`src/rtl/spi_ram_ctrl.sv`:
```
// SPI-slave RAM controller: decodes {cmd, payload} words into pointer loads and
// memory writes, and serves single-word reads to the SPI transmit path.
module spi_ram_ctrl #(
    parameter int DATA_WIDTH = 8,
    parameter int ADDR_WIDTH = 8,
    parameter int MEM_DEPTH  = 256,
    parameter int AUTO_INC   = 1
) (
    input  logic                  clk,
    input  logic                  rst,
    input  logic [DATA_WIDTH+1:0] din,
    input  logic                  rx_valid,
    input  logic                  tx_ack,
    output logic [DATA_WIDTH-1:0] dout,
    output logic                  tx_valid,
    output logic                  busy,
    output logic                  addr_err,
    output logic                  rd_overrun,
    output logic [1:0]            dbg_state_o
);

    localparam logic [1:0] CMD_WR_ADDR = 2'b00;
    localparam logic [1:0] CMD_WR_DATA = 2'b01;
    localparam logic [1:0] CMD_RD_ADDR = 2'b10;
    localparam logic [1:0] CMD_RD_DATA = 2'b11;

    localparam logic [1:0] S_IDLE  = 2'd0;
    localparam logic [1:0] S_FETCH = 2'd1;
    localparam logic [1:0] S_HOLD  = 2'd2;

    localparam int                    MEM_AW   = (MEM_DEPTH > 1) ? $clog2(MEM_DEPTH) : 1;
    localparam logic [ADDR_WIDTH:0]   DEPTH_W  = (ADDR_WIDTH + 1)'(MEM_DEPTH);
    localparam logic [ADDR_WIDTH-1:0] LAST_PTR = ADDR_WIDTH'(MEM_DEPTH - 1);

    logic [DATA_WIDTH-1:0] mem_q [MEM_DEPTH];

    logic [1:0]            state_q, state_d;
    logic [ADDR_WIDTH-1:0] wr_ptr_q, wr_ptr_d;
    logic [ADDR_WIDTH-1:0] rd_ptr_q, rd_ptr_d;
    logic [DATA_WIDTH-1:0] dout_q;
    logic                  tx_valid_q, tx_valid_d;
    logic                  addr_err_q, addr_err_d;
    logic                  rd_overrun_q, rd_overrun_d;
    logic                  mem_we;

    logic [1:0]            cmd;
    logic [DATA_WIDTH-1:0] payload;
    logic [ADDR_WIDTH-1:0] addr_in;
    logic                  addr_ok;
    logic                  is_wr_addr, is_wr_data, is_rd_addr, is_rd_data;

    assign cmd     = din[DATA_WIDTH+1:DATA_WIDTH];
    assign payload = din[DATA_WIDTH-1:0];
    assign addr_in = payload[ADDR_WIDTH-1:0];
    assign addr_ok = ({1'b0, addr_in} < DEPTH_W);

    assign is_wr_addr = rx_valid && (cmd == CMD_WR_ADDR);
    assign is_wr_data = rx_valid && (cmd == CMD_WR_DATA);
    assign is_rd_addr = rx_valid && (cmd == CMD_RD_ADDR);
    assign is_rd_data = rx_valid && (cmd == CMD_RD_DATA);

    // Wraps at the last implemented word, not at the pointer's natural rollover.
    function automatic logic [ADDR_WIDTH-1:0] next_ptr(input logic [ADDR_WIDTH-1:0] p);
        if (AUTO_INC == 0) begin
            return p;
        end
        return (p == LAST_PTR) ? '0 : p + 1'b1;
    endfunction

    always_comb begin
        state_d      = state_q;
        wr_ptr_d     = wr_ptr_q;
        rd_ptr_d     = rd_ptr_q;
        tx_valid_d   = tx_valid_q;
        addr_err_d   = 1'b0;
        rd_overrun_d = 1'b0;
        mem_we       = 1'b0;

        case (state_q)
            S_IDLE: begin
                if (is_rd_data) begin
                    state_d = S_FETCH;
                end
            end
            S_FETCH: begin
                tx_valid_d = 1'b1;
                rd_ptr_d   = next_ptr(rd_ptr_q);
                state_d    = S_HOLD;
            end
            S_HOLD: begin
                if (tx_ack) begin
                    tx_valid_d = 1'b0;
                    state_d    = S_IDLE;
                end
            end
            default: begin
                tx_valid_d = 1'b0;
                state_d    = S_IDLE;
            end
        endcase

        if (is_rd_data && (state_q != S_IDLE)) begin
            rd_overrun_d = 1'b1;
        end

        if (is_wr_addr) begin
            if (addr_ok) begin
                wr_ptr_d = addr_in;
            end else begin
                addr_err_d = 1'b1;
            end
        end

        if (is_wr_data) begin
            mem_we   = 1'b1;
            wr_ptr_d = next_ptr(wr_ptr_q);
        end

        // Placed after the FETCH increment so an explicit load wins over it.
        if (is_rd_addr) begin
            if (addr_ok) begin
                rd_ptr_d = addr_in;
            end else begin
                addr_err_d = 1'b1;
            end
        end
    end

    always_ff @(posedge clk) begin
        if (rst) begin
            state_q      <= S_IDLE;
            wr_ptr_q     <= '0;
            rd_ptr_q     <= '0;
            tx_valid_q   <= 1'b0;
            addr_err_q   <= 1'b0;
            rd_overrun_q <= 1'b0;
        end else begin
            state_q      <= state_d;
            wr_ptr_q     <= wr_ptr_d;
            rd_ptr_q     <= rd_ptr_d;
            tx_valid_q   <= tx_valid_d;
            addr_err_q   <= addr_err_d;
            rd_overrun_q <= rd_overrun_d;
        end
    end

    // Registered read sees the pre-write word when a write hits the same address.
    always_ff @(posedge clk) begin
        if (rst) begin
            dout_q <= '0;
        end else if (state_q == S_FETCH) begin
            dout_q <= mem_q[rd_ptr_q[MEM_AW-1:0]];
        end
    end

    always_ff @(posedge clk) begin
        if (mem_we && !rst) begin
            mem_q[wr_ptr_q[MEM_AW-1:0]] <= payload;
        end
    end

    assign dout        = dout_q;
    assign tx_valid    = tx_valid_q;
    assign busy        = (state_q != S_IDLE);
    assign addr_err    = addr_err_q;
    assign rd_overrun  = rd_overrun_q;
    assign dbg_state_o = state_q;

endmodule

```
`config.mk`:
```
export PLATFORM = sky130hd
export DESIGN_NAME = spi_ram_ctrl
export DESIGN_NICKNAME = d
export VERILOG_FILES = /design/src/rtl/spi_ram_ctrl.sv
export SDC_FILE = /design/constraint.sdc
export NUM_CORES = 2
export LEC_CHECK = 0
export BUFFER_PORTS_ARGS = -buffer_cell sky130_fd_sc_hd__buf_2
export CAP_MARGIN = 10
export CORE_MARGIN = 2
export CORE_UTILIZATION = 35
export DETAILED_ROUTE_END_ITERATION = 6
export PLACE_DENSITY = 0.6
export REMOVE_ABC_BUFFERS = 1
export SYNTH_ARGS = -nofsm -noshare
export SYNTH_HDL_FRONTEND = slang
export SYNTH_SLANG_ARGS = --single-unit
```
`constraint.sdc`:
```
create_clock -name clk -period 3.96 [get_ports clk]
set_clock_uncertainty 0.05 [all_clocks]
set_input_delay 0.792 -clock clk [delete_from_list [all_inputs] [get_ports clk]]
set_output_delay 0.792 -clock clk [all_outputs]
set_load 0.01 [all_outputs]
```
==> flow_summary_export.csv <==
group,metric,value,unit
timing,tightest_slew,1054,ps
routing,drt_first_pass_iters,5,
synth,synth_cell_types,70,
clocking,htree_num_levels,4,
setup_path,path_cells,"buf_12 -> buf_12 -> buf_4 -> mux4_2 -> nor3_1 -> or4_1 -> nor4_2 -> nand4_1 -> o211ai_2",
synth,synth_adder_area_share,0.0007711,
timing,setup_violations,0,
setup_path,cp_max_fo,32,
routing,num_vias,41050,
global_routing,grt_pass1_vias,41090,
timing,hold_slack,229.5,ps
setup_path,endpoint_kind,"flop",
final_layout,multi_input_area,17430,um^2
setup_path,slowest_delay,600,ps
final_layout,fin_area,93070,um^2
placement,gp_congestion,0.8785,
final_layout,nNetsFinal,4330,
global_routing,antenna_found_initial,13,
floorplan,initial_core_util,0.3525,
setup_path,crit_path_frequent_cell,"buf_12",
synth,synth_compound_area_frac,0.03290,
floorplan,coreArea,230100,um^2
final_layout,ff_latch_area,62070,um^2
synth,syn_inst,3976,
timing,maxSlewHeadroom,0.2899,
pwr,peakVddDrop,402.0,uV
clocking,clk_path_buf_depth,3,
routing,routedWlPerCell,28.05,um
placement,port_buffers,26,
timing,period_needed,3722,ps
synth,yosys.area_share.simple,0.03438,
routing,antenna_left,0,
synth,syn_area,81130,um^2
global_routing,grt_max_degree,124,
synth,synth_seq_area_share,0.7650,
synth,synth_flop_cell,"edfxtp_1",
job,max-cap-violations,0,
setup_path,r2r_slack,240,ps
clocking,clkSinkCount,2076,
placement,dp_hpwl,134.2,mm
setup_path,arrival,4420,ps
timing,fmax,268.7,MHz
clocking,cts_setup_buffers,0,
clocking,root_buffer,"clkbuf_16",
timing,finalMaxSlewViolations,0,
floorplan,die_h,485.4,um
routing,avgViaCountPerCell,5.470,
routing,drcViolationCount,0,
global_routing,grt_use_total,0.1759,
synth,ys_ff_latch,2076,
clocking,insertion_delay,820,ps
timing,hold_viol,0,
synth,synth_mux_area_frac,0.1460,
global_routing,gr-total-overflow,0,
outcome,status,"finished, final reports clean",
clocking,tritoncts,"yes",
synth,synth_edf_count,2048,
placement,dpl_cell_area,86710,um^2
synth,synth.avg_cell_area,20.40,um^2
synth,async_reset_ff_frac,0,
pwr,power_density,485.5,nW/um^2
clocking,cts_hold_buf,0,
setup_path,crit_type,"flop to flop",
setup_path,worstPathRequired,4660,ps
final_layout,fillCellCount,20160,
pwr,leakage,28.32,nW
clocking,clk_pin_slew,60,ps
floorplan,placementRows,176,
global_routing,grt_pass1_wl,301.7,mm
synth,yosysWarningCount,0,
final_layout,syn_to_final_growth,14.72,%
setup_path,slowest_stage,"or4_1",
floorplan,die_area,235700,um^2
timing,finalCritPeriodShare,0.9398,
final_layout,drive_above_1_share,0.2441,
synth,synth_top_family_by_area,"multiplexers",
clocking,cts_buffers,200,
placement,placedCellCount,7135,
floorplan,die_x,485.4,um
min_path,min_path_type,"input pin to flop",
routing,drtIter0Drc,5104,
timing,rsz0062_at_grt,"false",
setup_path,start_kind,"flop",
final_layout,stdcell_count,7505,
floorplan,ios,28,
timing,setup_tns,0,ps
routing,wirelength,210.5,mm
synth,synth_xor_area_frac,0.0003239,
[final timing paths]
path,from,to,depth (start not counted)
max reg2reg,rd_ptr_q[1],dout[2],9
min,tx_ack,tx_valid,4
min reg2reg,tx_valid,tx_valid,2
max,rd_ptr_q[1],dout[2],9
[cells in the mapped netlist, drive strengths merged, types with 7 or more instances]
cell	count	area share
a2111oi	10	0.0012
a211oi	49	0.0045
a21oi	33	0.0020
a22o	10	0.0011
a22oi	44	0.0041
and2	21	0.0016
and3	11	0.00085
buf	141	0.015
clkbuf	102	0.0048
dfxtp	28	0.0069
edfxtp	2048	0.76
inv	7	0.00032
mux2i	228	0.028
mux4	421	0.12
nand2	93	0.0043
nand3	43	0.0027
nand4	13	0.0010
nor2	326	0.015
nor2b	16	0.0012
nor3	32	0.0020
nor4	23	0.0018
o211ai	8	0.0010
o21ai	44	0.0027
o221ai	57	0.0064
o22ai	75	0.0058
o32ai	14	0.0016
or4	12	0.0011
[per-layer routing]
| layer | part of all wire | vias up | global-route usage |
|---|---|---|---|
| met4 | 0.023 | 4 | 0.04710 |
| met2 | 0.48 | 1696 | 0.2832 |
| met1 | 0.42 | 21890 | 0.2451 |
| met3 | 0.077 | 266 | 0.03342 |
| li1 | - | 17200 | - |
| met5 | 0.00016 | - | 0 |
[layout make-up]
class | count | area share
Tap cell | 3026 | 0.04068
Inverter | 8 | 0.0003495
Clock buffer | 240 | 0.05607
Clock inverter | 124 | 0.01191
Antenna cell | 6 | 0.0001613
Sequential cell | 2076 | 0.6670
Timing Repair Buffer | 376 | 0.03654
Multi-Input combinational cell | 1649 | 0.1873
[registers in the layout (all words and copies together) (netlist names)]
name         cells
dbg_state_o      2
rd_ptr_q         8
mem_q         2048
rd_overrun       1
wr_ptr_q         8
dout             8
tx_valid         1
[timing repair]
| item | 4_1_cts | 5_1_grt |
|---|---|---|
| resized for setup | 0 | 1 |
| endpoints found under the hold margin | 0 | 0 |
| endpoints found under the setup margin | 0 | 1 |
[cells in the final DEF, fill, tap and decap left out, types with 44 or more instances in the layout]
cell type | synthesis | final
a22oi_1 | 44 | 44
o221ai_1 | 54 | 54
a211oi_1 | 49 | 49
nor2_1 | 326 | 325
mux2i_1 | 228 | 228
edfxtp_1 | 2048 | 2048
o22ai_1 | 75 | 75
clkinv_1 | 0 | 56
clkbuf_16 | 0 | 203
mux4_2 | 409 | 409
nand2_1 | 93 | 93
buf_4 | 40 | 305
buf_12 | 14 | 45
[cell families (layout without fill, tap and decap cells)]
family	Yosys count	in the layout
flops	2076	2076
mux	652	652
simple gates	620	620
compound gates	368	368
buf+inv	251	748
fa+ha+maj	5	5
xor+xnor	3	3
other cells	1	7
[power by group]
part           total [mW]  switching, mW  internal, mW
logic                2.40           1.49         0.917
registers            24.2         0.0488          24.1
clock network        18.6           8.21          10.4
total                45.2           9.75          35.4
[per-stage QoR]
step           setup WS (ps)  power (mW)  utilization
2_1_floorplan         -22040       27.14            -
3_3_place_gp           141.2       27.05       0.3768
6_report               238.5       45.18       0.4044
3_5_place_dp           117.9       27.08       0.3768
4_1_cts                84.45       45.48       0.4043
5_1_grt                156.7       46.42       0.4044
[critical path: cells and delay by family (launching register included)]
kind,cells,cell delay (ps)
buf+inv,3,830
simple gates,4,1620
mux,1,210
compound gates,1,190
flops,1,590
No activity file was read; power rests on OpenSTA's default activity.
